[src/rtl/stopwatch_run_controller.sv]
// Button conditioning (sync, debounce, rising-edge) feeding a STOP/RUN/CLEAR
// sequencer that steps a 0..9999 up/down counter on a prescaled tick.
module stopwatch_run_controller #(
  parameter int unsigned DB_CYCLES = 1_000_000,
  parameter int unsigned TICK_DIV  = 10_000_000
) (
  input  logic        clk,
  input  logic        rst,
  input  logic        btn_run_stop,
  input  logic        btn_clear,
  input  logic        btn_mode,
  output logic [13:0] counter,
  output logic        running,
  output logic        mode_down,
  output logic        tick
);

  localparam int unsigned DW = $clog2(DB_CYCLES);
  localparam int unsigned PW = $clog2(TICK_DIV);
  localparam logic [DW-1:0] DB_MAX    = DW'(DB_CYCLES - 1);
  localparam logic [PW-1:0] PRESC_MAX = PW'(TICK_DIV - 1);
  localparam logic [13:0]   COUNT_MAX = 14'd9999;

  typedef enum logic [1:0] {
    STOP,
    RUN,
    CLEAR
  } state_t;

  state_t state, state_next;

  logic [2:0]    raw, sync_a, sync_b, level, level_q, press;
  logic [DW-1:0] db_cnt [3];
  logic [PW-1:0] presc;
  logic [13:0]   count_next;
  logic          run_press, clear_press, mode_press;
  logic          stay_run, wrap;

  // Bit order: 0 = run/stop, 1 = clear, 2 = mode.
  assign raw = {btn_mode, btn_clear, btn_run_stop};

  always_ff @(posedge clk or posedge rst) begin
    if (rst) begin
      sync_a  <= '0;
      sync_b  <= '0;
      level   <= '0;
      level_q <= '0;
      for (int unsigned i = 0; i < 3; i++) db_cnt[i] <= '0;
    end else begin
      sync_a  <= raw;
      sync_b  <= sync_a;
      level_q <= level;
      for (int unsigned i = 0; i < 3; i++) begin
        if (sync_b[i] == level[i]) begin
          db_cnt[i] <= '0;
        end else if (db_cnt[i] == DB_MAX) begin
          level[i]  <= sync_b[i];
          db_cnt[i] <= '0;
        end else begin
          db_cnt[i] <= db_cnt[i] + DW'(1);
        end
      end
    end
  end

  assign press       = level & ~level_q;
  assign run_press   = press[0];
  assign clear_press = press[1];
  assign mode_press  = press[2];

  always_ff @(posedge clk or posedge rst) begin
    if (rst) state <= STOP;
    else     state <= state_next;
  end

  always_comb begin
    state_next = state;
    unique case (state)
      STOP: begin
        if (clear_press)    state_next = CLEAR;
        else if (run_press) state_next = RUN;
      end
      RUN: begin
        if (run_press) state_next = STOP;
      end
      CLEAR:   state_next = STOP;
      default: state_next = STOP;
    endcase
  end

  // A step is only taken when RUN is held across the edge, so leaving RUN
  // suppresses a coincident tick.
  assign stay_run = (state == RUN) && (state_next == RUN);
  assign wrap     = stay_run && (presc == PRESC_MAX);
  assign running  = (state == RUN);

  always_comb begin
    count_next = counter;
    if (mode_down) count_next = (counter == '0) ? COUNT_MAX : counter - 14'd1;
    else           count_next = (counter == COUNT_MAX) ? '0 : counter + 14'd1;
  end

  always_ff @(posedge clk or posedge rst) begin
    if (rst) begin
      counter   <= '0;
      presc     <= '0;
      tick      <= 1'b0;
      mode_down <= 1'b0;
    end else begin
      tick <= wrap;
      if (mode_press) mode_down <= ~mode_down;
      if (state == CLEAR) begin
        counter <= '0;
        presc   <= '0;
      end else if (stay_run) begin
        presc <= wrap ? '0 : presc + PW'(1);
        if (wrap) counter <= count_next;
      end else begin
        presc <= '0;
      end
    end
  end

endmodule

[config.mk]
export PLATFORM = sky130hd
export DESIGN_NAME = stopwatch_run_controller
export DESIGN_NICKNAME = d
export VERILOG_FILES = /design/src/rtl/stopwatch_run_controller.sv
export SDC_FILE = /design/constraint.sdc
export NUM_CORES = 1
export LEC_CHECK = 0
export CELL_PAD_IN_SITES_DETAIL_PLACEMENT = 2
export CELL_PAD_IN_SITES_GLOBAL_PLACEMENT = 2
export CORE_MARGIN = 2
export CORE_UTILIZATION = 42
export DETAILED_ROUTE_END_ITERATION = 10
export PLACE_DENSITY_LB_ADDON = 0.12
export SLEW_MARGIN = 40
export SYNTH_ARGS = -nofsm -noshare
export SYNTH_HDL_FRONTEND = slang
export SYNTH_SLANG_ARGS = --single-unit
[constraint.sdc]
create_clock -name clk -period 13 [get_ports clk]
set_input_delay 3.9 -clock clk [delete_from_list [all_inputs] [get_ports clk]]
set_output_delay 3.9 -clock clk [all_outputs]
set_load 0.01 [all_outputs]
==> out/metrics.cfg <==
[global_routing]
grt_start_max_net_pins = 66
overflow = 0
grt_util_all_layers = 0.253
antenna_found_initial = 0
grt_pass1_vias = 5288
grt_pass1_wl_microns = 28700

[sta]
finalHoldViolCount = 0
period_share = 0.430
period_needed_ps = 5590
max_slew.worst_pin.slew_ps = 652
relSlewSlack = 0.565
drv_slew = 0
grt_setup_unrepaired = false
skew_ps = 9.78
tns_ps = 0
max_freq_ghz = 0.179
setup_viol = 0

[run]
maxCapViolations = 0

[worst_setup_path]
worstPathRequired_ps = 9100
worst_setup_path_end_kind = output pin
critPathKind = reg -> out
ff2ff_setup_slack_ps = 10160
rr_worst_depth = 8
crit_fanout = 4
arrival_ps = 1690
critPathLaunch = state[1]
reg2reg_to = counter[11]
regToRegStartpoint = presc[0]
cp-start-kind = register

[yosys]
ys_ff_latch = 114
synth_area_sq_um = 5790
synth_largest_area_cell = dfrtp_1
yosysWarnings = 0
synth.area.mux_share = 0.00952
synth_compound_area_frac = 0.0634
syn_avg_cell_area_sq_um = 9.56
synth_fa_ha_area_frac = 0.0151
synth.top_cell.area_share = 0.493
ys_top_cells_by_count = dfrtp_1, nor2_1, nand3_1
synth_area_leaders = dfrtp_1, nor2_1, xor2_1, xnor2_1, nand3_1
synthArstFlopShare = 1.00
syn_nets = 617
synthFlopType = dfrtp_1
synth_edf_count = 0
synth.distinct_cells = 55
synth_xor_area_frac = 0.121
synth-simple-area-share = 0.270
synth_top_family_by_area = simple AND/OR/NAND/NOR gates
yosysSeqAreaShare = 0.493
postSynthCellCount = 605

[final_layout]
antenna_cells = 0
layoutNonFillerInstCount = 820
layout-drive-gt1-share = 0.0870
postLayoutCoreUtil = 0.511
areaGrowthSynthToFinish_pct = 18.0
layout.nets = 643

[clock_tree]
cts.sinks = 114
cts.repair.resized = 0
h-tree-depth = 4
cts_tree = yes
path_clk_slew_ps = 50
clock_latency_ps = 420
clk_path_buf_depth = 2
numCtsBuffers = 17
cts_root_buffer = clkbuf_16
cts_hold_buf = 0
postCtsSetupRepairBufs = 0

[outcome]
status = finished, final reports clean

[power_and_ir_drop]
p_per_area_nw_per_um2 = 132
irDropWorstVdd_mv = 0.103
p_leak_nw = 2.90

[detailed_routing]
drtIter0Drc = 228
routed_wl_microns = 16900
via_per_inst = 5.68
firstDrtPassIters = 4
route.vias.total = 4655
routedWlPerCell_microns = 20.6
drc = 0
ant_nets = 0

[floorplanning]
io_pins = 22
rows = 42
fp.dieH_microns = 121
start_util = 0.433
dieArea_sq_um = 14700
die_w_microns = 121
core_sq_um = 13300

[placed_design]
dpl.cell_count = 788
io_buffer_count = 21
place_congestion = 0.776
dpl.hpwl_microns = 10300

[worst_hold_path]
min_path_type = reg -> reg
hold_depth = 0
worstHoldStart = sync_a[2]
holdPathEnd = sync_b[2]

state kept, by name, summed over array words and instances (netlist names):
signal,cells
mode_down,1
presc,24
tick,1
sync_b,3
level_q,3
level,3
db_cnt,60
counter,14
state,2
sync_a,3
area by class of cell:
cell class	count	area, sq um
clock inverters	7	143
flip-flops and latches	114	2850
repair buffers	22	221
well taps	176	220
multi-input cells	456	2790
inverters	20	77.6
clock buffers	25	526
fillers	1398	6520
through the flow:
step | cell area (sq um) | setup slack, ps | hold slack [ps] | power, mW
floorplan | 5790 | 6080 | 331 | 0.379
global placement | 6140 | 7290 | 337 | 0.384
detailed placement | 6150 | 7260 | 336 | 0.385
CTS | 6820 | 7380 | 354 | 0.913
global route | 6830 | 7350 | 358 | 0.933
finish | 6830 | 7410 | 352 | 0.904
placed cells by master, fill, tap and decap left out, types with 14 or more instances in the layout:
cell and instances:
nand4_1 14, clkbuf_16 17, nand2_1 42, a21oi_1 14, dfrtp_1 114, xnor2_1 38, and3_1 19, inv_1 18
nor3_1 22, xor2_1 42, clkdlybuf4s50_1 21, nor2_1 113, nand3_1 44
worst max-delay path by stage:
stage,to
4_1_cts,running
3_3_place_gp,counter[0]
6_report,running
5_1_grt,running
3_5_place_dp,counter[1]
2_1_floorplan,counter[0]
metal layers:
metal	up-vias	share of wire	global-route usage
met5	-	0	0
li1	2139	-	-
met2	75	0.53	0.436
met3	25	0.028	0.0564
met1	2416	0.43	0.313
met4	0	0.017	0.0898
critical path: stages, from the launching register on:
cell and delay, ps:
dfrtp_1 410, and2b_1 290, clkdlybuf4s50_1 560
kinds of logic after synthesis:
kind of cell	count (synthesis)
xor gates and xnor gates	80
adders and majority gates	7
buffers and inverters	35
and+or+nand+nor	310
muxes	5
DFF	114
AOI/OAI and AO/OA	54
power by group:
part / internal (mW) / switching [mW]
logic: 0.00434 / 0.0130
clock network: 0.357 / 0.168
registers: 0.358 / 0.00360
total: 0.719 / 0.185
(Power assumes the default switching activity.)
